**src/rtl/hazard_forward_unit.sv**
```systemverilog
// Hazard and forwarding controller for the 5-stage RV32I pipeline.
// A shadow pipeline tracks rd/write-enable metadata; the outputs are operand selects and stall/flush controls.
module hazard_forward_unit #(
  parameter int REG_ADDR_WIDTH = 5,
  parameter int SEL_WIDTH      = 2
) (
  input  logic                      clk,
  input  logic                      rst,
  input  logic [REG_ADDR_WIDTH-1:0] rs1_d,
  input  logic [REG_ADDR_WIDTH-1:0] rs2_d,
  input  logic [REG_ADDR_WIDTH-1:0] rd_d,
  input  logic                      reg_write_d,
  input  logic [1:0]                result_src_d,
  input  logic                      pc_src_e,
  output logic [SEL_WIDTH-1:0]      forward_a_e,
  output logic [SEL_WIDTH-1:0]      forward_b_e,
  output logic                      stall_f,
  output logic                      stall_d,
  output logic                      flush_d,
  output logic                      flush_e
);

  localparam logic [SEL_WIDTH-1:0] FWD_RF  = SEL_WIDTH'(2'b00);
  localparam logic [SEL_WIDTH-1:0] FWD_WB  = SEL_WIDTH'(2'b01);
  localparam logic [SEL_WIDTH-1:0] FWD_MEM = SEL_WIDTH'(2'b10);
  localparam logic [1:0]           RESULT_SRC_LOAD = 2'b01;

  // Execute-stage shadow registers
  logic [REG_ADDR_WIDTH-1:0] r_rs1_e;
  logic [REG_ADDR_WIDTH-1:0] r_rs2_e;
  logic [REG_ADDR_WIDTH-1:0] r_rd_e;
  logic                      r_reg_write_e;
  logic                      r_load_e;

  // Memory and Writeback shadow registers
  logic [REG_ADDR_WIDTH-1:0] r_rd_m;
  logic                      r_reg_write_m;
  logic [REG_ADDR_WIDTH-1:0] r_rd_w;
  logic                      r_reg_write_w;

  logic w_lwstall;
  logic w_flush_e;
  logic w_load_d;

  // Memory stage wins over Writeback; x0 is hardwired zero and never forwarded.
  function automatic logic [SEL_WIDTH-1:0] fwd_sel(input logic [REG_ADDR_WIDTH-1:0] src);
    logic [SEL_WIDTH-1:0] sel;
    sel = FWD_RF;
    if (r_reg_write_m && (r_rd_m != '0) && (r_rd_m == src)) begin
      sel = FWD_MEM;
    end else if (r_reg_write_w && (r_rd_w != '0) && (r_rd_w == src)) begin
      sel = FWD_WB;
    end
    return sel;
  endfunction

  assign w_load_d    = (result_src_d == RESULT_SRC_LOAD);
  assign forward_a_e = fwd_sel(r_rs1_e);
  assign forward_b_e = fwd_sel(r_rs2_e);

  assign w_lwstall = r_load_e && (r_rd_e != '0) &&
                     ((r_rd_e == rs1_d) || (r_rd_e == rs2_d));

  // A taken branch flushes Decode anyway, so a coincident load-use stall is dropped.
  assign stall_f   = w_lwstall && !pc_src_e;
  assign stall_d   = w_lwstall && !pc_src_e;
  assign flush_d   = pc_src_e;
  assign w_flush_e = w_lwstall || pc_src_e;
  assign flush_e   = w_flush_e;

  always_ff @(posedge clk or posedge rst) begin
    if (rst) begin
      r_rs1_e       <= '0;
      r_rs2_e       <= '0;
      r_rd_e        <= '0;
      r_reg_write_e <= 1'b0;
      r_load_e      <= 1'b0;
      r_rd_m        <= '0;
      r_reg_write_m <= 1'b0;
      r_rd_w        <= '0;
      r_reg_write_w <= 1'b0;
    end else begin
      if (w_flush_e) begin
        r_rs1_e       <= '0;
        r_rs2_e       <= '0;
        r_rd_e        <= '0;
        r_reg_write_e <= 1'b0;
        r_load_e      <= 1'b0;
      end else begin
        r_rs1_e       <= rs1_d;
        r_rs2_e       <= rs2_d;
        r_rd_e        <= rd_d;
        r_reg_write_e <= reg_write_d;
        r_load_e      <= w_load_d;
      end
      r_rd_m        <= r_rd_e;
      r_reg_write_m <= r_reg_write_e;
      r_rd_w        <= r_rd_m;
      r_reg_write_w <= r_reg_write_m;
    end
  end

endmodule

```
**config.mk**
```make
export PLATFORM = sky130hd
export DESIGN_NAME = hazard_forward_unit
export DESIGN_NICKNAME = d
export VERILOG_FILES = /design/src/rtl/hazard_forward_unit.sv
export SDC_FILE = /design/constraint.sdc
export NUM_CORES = 1
export LEC_CHECK = 0
export BUFFER_PORTS_ARGS = -buffer_cell sky130_fd_sc_hd__buf_4
export CELL_PAD_IN_SITES_DETAIL_PLACEMENT = 1
export CELL_PAD_IN_SITES_GLOBAL_PLACEMENT = 2
export CORE_UTILIZATION = 25
export CTS_BUF_LIST = sky130_fd_sc_hd__clkbuf_2 sky130_fd_sc_hd__clkbuf_4 sky130_fd_sc_hd__clkbuf_8
export CTS_CLUSTER_SIZE = 10
export DETAILED_ROUTE_END_ITERATION = 6
export GPL_TIMING_DRIVEN = 0
export PLACE_DENSITY = 0.71
export RECOVER_POWER = 25
export SYNTH_ARGS = -nofsm -noshare
export SYNTH_HDL_FRONTEND = slang
export SYNTH_SLANG_ARGS = --single-unit
```
**constraint.sdc**
```tcl
create_clock -name clk -period 1.56 [get_ports clk]
set_input_delay 0.078 -clock clk [delete_from_list [all_inputs] [get_ports clk]]
set_output_delay 0.078 -clock clk [all_outputs]
set_load 0.02 [all_outputs]
```
After elaboration in Yosys (flattened, before gate mapping)
Cells that the tools add are included.

cells by class
  eq/ne operators = 7
  mux-type cells = 9
  reduce and logical (&&, ||, !) cells = 15

operators with widths
  cell                                                  count
  equality test 5 bit                                   6
  2-to-1 mux 5 bit                                      3
  nonzero test 5 bit                                    3
  logical AND 1 bit                                     9
  2-to-1 mux 1 bit                                      4
  2-to-1 mux 2 bit                                      2
  equality test 2 x 1 -> 1 bit (second input constant)  1
  logical OR 1 bit                                      2
  logical NOT 1 bit                                     1

storage, ports and cells
  flip-flop bits (word level) = 29
  input port bits = 21
  output and inout bits = 8
  logic and storage cells = 40

Logic depth before layout (Yosys ltp)
Gate-level depths: netlist of the first run.

  word-level depth = 5
  gate-level depth with buffers = 5
  gate-level depth less buffers = 4

Least setup slack after synthesis of the first run
No wires, ideal clock.

  kind = register to output
  start = reg r_rd_m[1]
  end = out forward_a_e[0]
  arrival = 1.755 ns
  required time = 1.482 ns
  path slack = -0.273 ns
  stages on the path, launching flop included = 5
  path buffers = 0
  cells stage by stage = dfrtp_1 > or4_1 > o21ai_1 > nor4_1 > nor4_2

between the ends
  longest elaborated chain between the ends = 4
  elaborated cells on any way between the ends = 5
  classes of those cells = eq/ne (1); mux (1); reduce/logical (3)

RTL lines
  element                 RTL line  RTL
  start, declared         36        logic [REG_ADDR_WIDTH-1:0] r_rd_m;
  start signal, assigned  96        r_rd_m <= r_rd_e;
  nonzero test 5 bit      49        if (r_reg_write_m && (r_rd_m != '0) && (r_rd_m == src)) begin
  logical AND 1 bit       49
  logical AND 1 bit (*)   49
  2-to-1 mux 2 bit (*)    49
  end, declared           15        output logic [SEL_WIDTH-1:0] forward_a_e,

Every way passes the cells marked *; elsewhere a longest branch is shown, timed or not.

Worst setup path in the final report of the first run
  start = reg r_rd_e[4]
  end = out stall_f

between the ends
  longest elaborated chain between the ends = 4
  elaborated cells on any way between the ends = 7
  classes of those cells = eq/ne (2); reduce/logical (5)

RTL lines
  element                                                           RTL line  RTL
  start, declared                                                   31        logic [REG_ADDR_WIDTH-1:0] r_rd_e;
  start signal, assigned                                            92        r_rd_e <= rd_d;
  equality test 5 bit / nonzero test 5 bit (equally long branches)  62, 61
  logical OR 1 bit / logical AND 1 bit (equally long branches)      62, 61
  logical AND 1 bit (*)                                             61        assign w_lwstall = r_load_e && (r_rd_e != '0) &&
  logical AND 1 bit (*)                                             65        assign stall_f = w_lwstall && !pc_src_e;
  end, declared                                                     17        output logic stall_f,

Marked as above.

==> summary.txt, run 1 <==
Status
  – Status: complete, but fails checks
  – Failing checks: setup timing

GRT
  – Total GRT Usage: roughly an eighth
  – Largest net degree at the start of global routing: 30
  – Initial antenna violation count: 0
  – First-pass GRT wire length: roughly 5700 um
  – Vias in the first global route: ~1,200
  – Global route overflow: 0

Detailed routing
  – Post-route antenna net violation count: 0
  – Via Count: around 1,100
  – Drt pass-1 iters: 4
  – # DRC: 0
  – Routed WL per cell: about 14 um
  – Via density: 4.31
  – Routed wire length: about 3500 um
  – Initial drt markers: 35

Placed design
  – Routability cong.: between 0.7 and 0.8
  – Port bufs: 27
  – DP Wirelength: between 2000 and 3000 um
  – DP Cell Count: 222
  – Placed Area: 1770 um2

Cells and area
  – Fraction of layout cells with a size suffix above 1: about half
  – Final core utilization: about two fifths
  – N_diodes: 0
  – Nets: 193
  – Cell area after layout: between 2000 and 2500 um2
  – Final non-filler cell total: ~250
  – Synthesis-to-layout area growth: 47.4%

STA
  – Peak Freq: a little over 500 MHz
  – Final WS setup: -403 ps
  – Crit share post-route: 126%
  – Max Slew Vio Count: 0
  – Final setup viols: 17
  – Clk_skew: roughly 1.5 ps
  – Slew @ Worst Pin: 1070 ps
  – Rel. slew slack: between 20% and 30%
  – Hold Violations, Final: 0
  – Final worst path period need: 1960 ps
  – Unrepaired setup endpoints after global routing: true

Synthesis
  – Synth top area cells: dfrtp_1 (51%), xnor2_1 (9.8%), xor2_1 (8.6%)
  – Post-synthesis sequential area ratio: slightly above 50%
  – Yosys reg bits: 29
  – Synthesized Nets: approximately 140
  – Synth top area share: about half
  – Average size of a mapped cell: between 10 and 15 um2
  – Synth Instances: 123
  – Post-synth cell types: 23
  – Syn. warnings: 0
  – Yosys top cell by area: dfrtp_1
  – Cell Area, Synth: 1430 um2

Floorplan
  – IO Pins: 29
  – Die Ht: ~78 um
  – Core ar.: 5510 um2
  – Core Rows: 27
  – Die area: between 6000 and 7000 um2
  – Initial Util: approximately a quarter
  – Die X: about 80 um

Setup path
  – Required time worst endpoint: 1480 ps
  – Crit. End Element: output pin
  – Kind of critical path: reg2out
  – Critical Path Source Type: flop
  – CP arrival: 1890 ps
  – CP Max Fanout: 3

Run
  – Max-cap viol count: 0

Clock tree
  – CTS tree: done
  – CTS H-tree lvls: 2
  – Worst-Skew Late Latency: roughly 280 ps
  – Clk root buf: clkbuf_8
  – Clock Sinks: 29
  – Maximum clock insertion buffer count: 2
  – Clock transition at path regs: roughly 60 ps
  – CTS Hold Bufs: 0
  – CTS Buf Count: 5

Worst hold path
  – Hold WC Path Type: in2reg

Pwr
  – Max VDD drop: 0.000269 V
  – PnR Total Power: about 1.8 mW
  – Leak: ~0.95 nW
  – Pwr dens: ~860 nW/um2
==> worst max-delay path, stage by stage, from the launching register on <==
cell and delay [ps]:
dfrtp_1 400, or4_1 520, o21a_1 220, and3b_2 230, buf_6 120, buf_6 120
==> synth_stat cells, drive strengths merged <==
library cell	n
a21o	1
a21oi	17
or4	5
xnor2	16
and3b	1
clkbuf	2
nand2	3
nand3	4
buf	5
o22ai	1
inv	1
o21a	1
nor4	4
nand2b	16
o21ai	2
nor2	1
dfrtp	29
xor2	14
==> worst paths after layout <==
kind | slack (ps) | cells after the start | start | endpoint
worst min-delay path | 40 | 3 | result_src_d[0] | r_load_e
worst min register to register | 350 | 0 | r_reg_write_e | r_reg_write_m
min in group asynchronous | 70 | 2 | rst | r_rd_e[1]
max in group asynchronous | 840 | 2 | rst | r_rs1_e[4]
worst max register to register | -120 | 5 | r_rd_e[4] | r_rs2_e[3]
worst max-delay path | -400 | 5 | r_rd_e[4] | stall_f
==> report_power, final <==
| group | total (mW) | leakage, nW | internal (mW) | switching (mW) |
|---|---|---|---|---|
| logic | 0.347 | 0.527 | 0.177 | 0.170 |
| registers | 0.834 | 0.375 | 0.792 | 0.0420 |
| clock network | 0.626 | 0.0498 | 0.368 | 0.259 |
| total | 1.81 | 0.951 | 1.34 | 0.471 |
==> sequential cells by signal, indices dropped and copies added, names as in the netlist <==
signal         flops
r_rd_m             5
r_rd_w             5
r_reg_write_e      1
r_rs1_e            5
r_load_e           1
r_rs2_e            5
r_rd_e             5
r_reg_write_m      1
r_reg_write_w      1
==> cells in the final DEF, fill, tap and decap left out <==
cell	instances
buf_6	5
a21o_2	1
xnor2_1	10
o22ai_4	1
clkbuf_4	3
and3b_2	1
a21oi_4	1
dfrtp_1	29
nand2_1	2
nor2_1	1
or4_1	1
or4_4	4
xor2_1	14
nand2b_1	16
a21oi_2	13
buf_12	1
xnor2_2	5
o21ai_2	1
nand3_1	3
o21ai_4	1
nor4_4	4
inv_1	1
clkbuf_8	5
xnor2_4	1
o21a_1	1
nand3_2	1
buf_4	39
nand2_2	1
clkbuf_1	3
buf_2	1
a21oi_1	3
==> through the flow <==
step	setup TNS, ps	worst slack, ps	hold WS, ps
global route	-4210	-443	44.8
floorplan	-176	-126	156
detailed placement	-3370	-270	312
CTS	-5520	-508	17.1
global placement	-3120	-278	313
finish	-3270	-403	35.9
==> layer usage <==
metal	global-route usage (%)	routed length (um)	vias up
met5	0	0	-
met4	6.79	92	0
met2	23.0	1920	34
li1	-	-	508
met1	13.5	1350	502
met3	4.00	185	11
==> layout make-up <==
class | count | area (um2)
Buffer | 6 | 51.3
Clock buffer | 8 | 91.3
Fill cell | 608 | 3390
Inverter | 1 | 3.75
Multi-Input combinational cell | 86 | 816
Sequential cell | 29 | 726
Tap cell | 72 | 90.1
Timing Repair Buffer | 43 | 334
==> cell families after synthesis <==
group | count (synthesis) | synth area share, %
simple gates | 34 | 15.4
xor+xnor | 30 | 18.3
flops | 29 | 50.7
compound gates | 22 | 11.3
buf+inv | 8 | 4.37
==> repair_timing <==
item	in CTS	in global routing
setup endpoints to repair	17	24
setup buffers	8	9
pin swaps	8	9
gates resized for setup	14	12
No activity file was read; power rests on OpenSTA's default activity.
==> inputs of run 2 (changes only) <==
--- a/config.mk
+++ b/config.mk
@@ -13,7 +13,7 @@
 export CTS_CLUSTER_SIZE = 10
 export DETAILED_ROUTE_END_ITERATION = 6
 export GPL_TIMING_DRIVEN = 0
-export PLACE_DENSITY = 0.71
+export PLACE_DENSITY = 0.69
 export RECOVER_POWER = 25
 export SYNTH_ARGS = -nofsm -noshare
 export SYNTH_HDL_FRONTEND = slang
==> constraint.sdc (replaced) <==
create_clock -name clk -period 2.3 [get_ports clk]
set_input_delay 0.115 -clock clk [delete_from_list [all_inputs] [get_ports clk]]
set_output_delay 0.115 -clock clk [all_outputs]
set_load 0.02 [all_outputs]
==> summary.txt, run 2 (synthesis gave the netlist of run 1 again) <==
Status
  – Status: finished clean

Floorplan
  – Core Rows: 27
  – Core ar.: between 5000 and 6000 um2
  – Die Ht: between 70 and 80 um
  – Die area: roughly 6000 um2
  – Initial Util: between 20% and 30%
  – Die X: slightly below 80 um
  – IO Pins: 29

Clock tree
  – Clock Sinks: 29
  – Maximum clock insertion buffer count: 2
  – Clk root buf: clkbuf_8
  – Clock transition at path regs: approximately 70 ps
  – CTS Hold Bufs: 0
  – PostCTS Resize Cnt: 0
  – Post-CTS Setup Inserts: 0
  – Worst-Skew Late Latency: between 200 and 300 ps
  – CTS tree: done
  – CTS Buf Count: 5
  – CTS H-tree lvls: 2

Detailed routing
  – # DRC: 0
  – Initial drt markers: 24
  – Post-route antenna net violation count: 0
  – Via Count: roughly 1,000
  – Via density: roughly 4.3
  – Drt pass-1 iters: 3
  – Routed WL per cell: ~14 um
  – Routed wire length: roughly 3200 um

Setup path
  – FF-to-FF Start: r_rd_e[4]
  – Worst reg2reg path depth: 5
  – CP arrival: around 2100 ps
  – Required time worst endpoint: approximately 2200 ps
  – CP max stage cell: or4_1
  – Critical Path End: stall_f
  – Critical Path Source Type: flop
  – Kind of critical path: reg2out
  – RR Endpoint: r_rs2_e[3]
  – CP Max Fanout: 10
  – WP buf/inv: 3
  – Crit. End Element: output pin
  – CP delay by family, top: simple AND/OR/NAND/NOR gates
  – Worst path depth: 6
  – Worst path cell trace: or4_1 -> o21a_1 -> buf_6 -> and3b_2 -> buf_4 -> buf_4
  – FF-to-FF setup slack: roughly 500 ps
  – Crit-path most repeated cell: buf_4
  – Crit. Startpoint: r_rd_e[1]
  – CP peak stage delay: about 550 ps

Cells and area
  – N_diodes: 0
  – Nets: around 180
  – Most common cell after layout, fill and taps aside: dfrtp_1
  – Filler cell count: between 600 and 700
  – Fraction of layout cells with a size suffix above 1: 34.2%
  – Area of the multi-input gates: between 600 and 700 um2
  – Seq. cell area: 726 um2
  – Most frequent cells in the layout: dfrtp_1 (29), buf_4 (27), xnor2_1 (16), nand2b_1 (16), xor2_1 (14)
  – Synthesis-to-layout area growth: 28.2%

STA
  – Clk_skew: ~4.5 ps
  – Rel. slew slack: a little under a third
  – Max Slew Vio Count: 0
  – Total negative setup slack: 0 ps
  – Unrepaired setup endpoints after global routing: false
  – Final worst path period need: roughly 2200 ps
  – Peak Freq: about 460 MHz
  – Slew @ Worst Pin: 1040 ps
  – Crit share post-route: about 95%
  – Final setup viols: 0
  – Hold Violations, Final: 0

Pwr
  – PnR Total Power: 1.25 mW
  – Leak: 0.830 nW
  – Pwr dens: 683 nW/um2
  – Max VDD drop: 0.000234 V

Run
  – Max-cap viol count: 0

GRT
  – Initial antenna violation count: 0
  – Vias in the first global route: roughly 1,100
  – Global route overflow: 0
  – Largest net degree at the start of global routing: 30
  – Total GRT Usage: a little under an eighth
  – First-pass GRT wire length: 5180 um

Worst hold path
  – Hold WC Path Type: in2reg

Placed design
  – DP Wirelength: approximately 2500 um
  – Routability cong.: slightly below 0.8
  – Port bufs: 27
[run 2: area by class of cell]
type | count | area share [%]
multi-input combinational | 86 | 35.1
clock buffer | 5 | 3.75
tap | 72 | 4.90
sequential | 29 | 39.5
timing repair buffer | 27 | 10.8
buffer | 7 | 3.20
clock inverter | 3 | 2.52
inverter | 1 | 0.204
[run 2: worst min path at each step]
stage	from	end	slack (ps)	depth (start not counted)
finish	result_src_d[0]	r_load_e	60	3
global route	result_src_d[0]	r_load_e	70	3
global placement	r_reg_write_e	r_reg_write_m	340	0
CTS	result_src_d[0]	r_load_e	50	3
detailed placement	r_reg_write_e	r_reg_write_m	350	0
floorplan	rst	r_load_e	190	1
[run 2: metrics by stage]
| stage | hold slack [ps] | instance area, um2 | setup WS (ps) | cells | utilization [%] |
|---|---|---|---|---|---|
| floorplan | 193 | 1430 | 430 | 123 | - |
| global placement | 338 | 1730 | 411 | 222 | 31.3 |
| detailed placement | 347 | 1730 | 418 | 222 | 31.3 |
| CTS | 54.7 | 1840 | 101 | 230 | 33.4 |
| global route | 65.4 | 1840 | 12.9 | 230 | 33.4 |
| finish | 61.7 | 1840 | 117 | 230 | 33.4 |
[run 2: worst min-delay path, delay by kind of cell]
kind	cells	cell delay, ps
buffers and inverters	1	110
and+or+nand+nor	1	50
AOI/OAI and AO/OA	1	40
[run 2: routing by layer]
layer / global-route usage [%] / wire length (um)
met5: 0 / 0
met4: 5.09 / 38
met3: 3.18 / 127
met2: 20.6 / 1710
met1: 12.6 / 1280
[run 2: power by group]
| part | switching, mW | leakage (nW) | internal, mW |
|---|---|---|---|
| logic | 0.0790 | 0.401 | 0.0821 |
| clock network | 0.204 | 0.0543 | 0.324 |
| registers | 0.0292 | 0.375 | 0.537 |
==> inputs of run 3 (changes only) <==
--- a/config.mk
+++ b/config.mk
@@ -5,7 +5,7 @@
 export SDC_FILE = /design/constraint.sdc
 export NUM_CORES = 1
 export LEC_CHECK = 0
-export BUFFER_PORTS_ARGS = -buffer_cell sky130_fd_sc_hd__buf_4
+export BUFFER_PORTS_ARGS = -buffer_cell sky130_fd_sc_hd__buf_2
 export CELL_PAD_IN_SITES_DETAIL_PLACEMENT = 1
 export CELL_PAD_IN_SITES_GLOBAL_PLACEMENT = 2
 export CORE_UTILIZATION = 25
@@ -15,6 +15,7 @@
 export GPL_TIMING_DRIVEN = 0
 export PLACE_DENSITY = 0.69
 export RECOVER_POWER = 25
+export SKIP_CTS_REPAIR_TIMING = 1
 export SYNTH_ARGS = -nofsm -noshare
 export SYNTH_HDL_FRONTEND = slang
 export SYNTH_SLANG_ARGS = --single-unit
==> summary.txt, run 3 (synthesis gave the netlist of run 1 again) <==
Status
  – Status: finished clean

Floorplan
  – Die Ht: about 78 um
  – Core Rows: 27
  – IO Pins: 29
  – Core ar.: between 5000 and 6000 um2
  – Die X: between 70 and 80 um
  – Die area: around 6000 um2
  – Initial Util: 26.0%

Setup path
  – CP Max Fanout: 10
  – Crit. End Element: output pin
  – Critical Path Source Type: flop
  – Crit. Startpoint: r_rd_e[1]
  – Kind of critical path: reg2out
  – CP arrival: about 2000 ps
  – Required time worst endpoint: approximately 2200 ps
  – FF-to-FF Start: r_rd_e[4]

Run
  – Max-cap viol count: 0

STA
  – Hold Violations, Final: 0
  – Total negative setup slack: 0 ps
  – Clk_skew: 5.11 ps
  – Final WS setup: between 100 and 150 ps
  – Unrepaired setup endpoints after global routing: false
  – Final worst path period need: approximately 2200 ps
  – Crit share post-route: a little over nine tenths
  – Final setup viols: 0
  – Max Slew Vio Count: 0
  – Slew @ Worst Pin: approximately 1100 ps
  – Peak Freq: about 460 MHz
  – Rel. slew slack: between 20 and 30%

Cells and area
  – Filler cell count: between 600 and 700
  – Nets: 178
  – Most common cell after layout, fill and taps aside: dfrtp_1
  – Fraction of layout cells with a size suffix above 1: 34.2%
  – N_diodes: 0
  – Most frequent cells in the layout: dfrtp_1 (29), buf_2 (27), xnor2_1 (16), nand2b_1 (16), xor2_1 (14)
  – Synthesis-to-layout area growth: 22.7%

Placed design
  – DP Wirelength: around 2400 um
  – Routability cong.: about 0.80
  – Place WS: between 400 and 500 ps
  – Port bufs: 27

Clock tree
  – CTS tree: done
  – Clock Sinks: 29
  – CTS H-tree lvls: 2
  – CTS Buf Count: 5
  – Worst-Skew Late Latency: ~290 ps
  – Clk root buf: clkbuf_8
  – Maximum clock insertion buffer count: 2
  – Clock transition at path regs: ~60 ps

Pwr
  – Leak: 0.813 nW
  – Max VDD drop: 0.000209 V
  – Pwr dens: about 670 nW/um2

Detailed routing
  – Post-route antenna net violation count: 0
  – # DRC: 0
  – Routed wire length: approximately 3100 um
  – Via density: approximately 4.3
  – Routed WL per cell: around 14 um
  – Drt pass-1 iters: 4
  – Via Count: around 1,000
  – Initial drt markers: roughly 40

GRT
  – Total GRT Usage: a little under an eighth
  – Vias in the first global route: between 1,000 and 1,500
  – Global route overflow: 0
  – First-pass GRT wire length: around 5300 um
  – Initial antenna violation count: 0
  – Largest net degree at the start of global routing: 30

Worst hold path
  – Hold WC Path Type: in2reg
  – Hold path start: result_src_d[0]
[run 3: worst paths after layout]
kind	cells after the start	slack [ps]	end
worst max-delay path	6	130	stall_f
worst min-delay path	3	40	r_load_e
worst max register to register	5	490	r_rs2_e[2]
worst min register to register	0	350	r_reg_write_m
max in group asynchronous	2	1570	r_rs2_e[4]
min in group asynchronous	2	90	r_rd_e[0]
[run 3: metrics by stage]
step / cells / utilization [%] / area, um2 / total power, mW / hold slack [ps]
after floorplan: 123 / - / 1430 / 0.676 / 193
after global placement: 222 / 30.1 / 1660 / 0.724 / 337
after detailed placement: 222 / 30.1 / 1660 / 0.730 / 337
after CTS: 230 / 31.9 / 1760 / 1.20 / 36.1
after global routing: 230 / 31.9 / 1760 / 1.25 / 45.1
final: 230 / 31.9 / 1760 / 1.18 / 43.4
[run 3: layer usage]
| layer | track usage [%] | vias up | part of all wire [%] |
|---|---|---|---|
| met2 | 18.6 | 29 | 47 |
| li1 | - | 475 | - |
| met4 | 7.17 | 0 | 2.9 |
| met5 | 0 | - | 0 |
| met3 | 4.47 | 9 | 5.8 |
| met1 | 13.8 | 467 | 44 |
[run 3: worst max-delay path, cell delays in order (launching register included)]
cell and delay [ps]:
dfrtp_1 420, or4_1 540, o21a_1 190, buf_6 140, and3b_2 200, buf_4 120
buf_2 150
[run 3: cell type report]
type	count	area (um2)	area share, %
multi-input cells	86	644	36.7
plain buffers	7	58.8	3.35
clock inverters	1	5.00	0.285
repair buffers	27	134	7.62
inverters	1	3.75	0.214
flip-flops and latches	29	726	41.3
well taps	72	90.1	5.12
clock buffers	7	96.3	5.48
[run 3: report_power, final]
part / internal (mW) / switching [mW] / total [mW]
clock: 0.270 / 0.194 / 0.463
combinational: 0.0717 / 0.0791 / 0.151
sequential: 0.537 / 0.0283 / 0.565
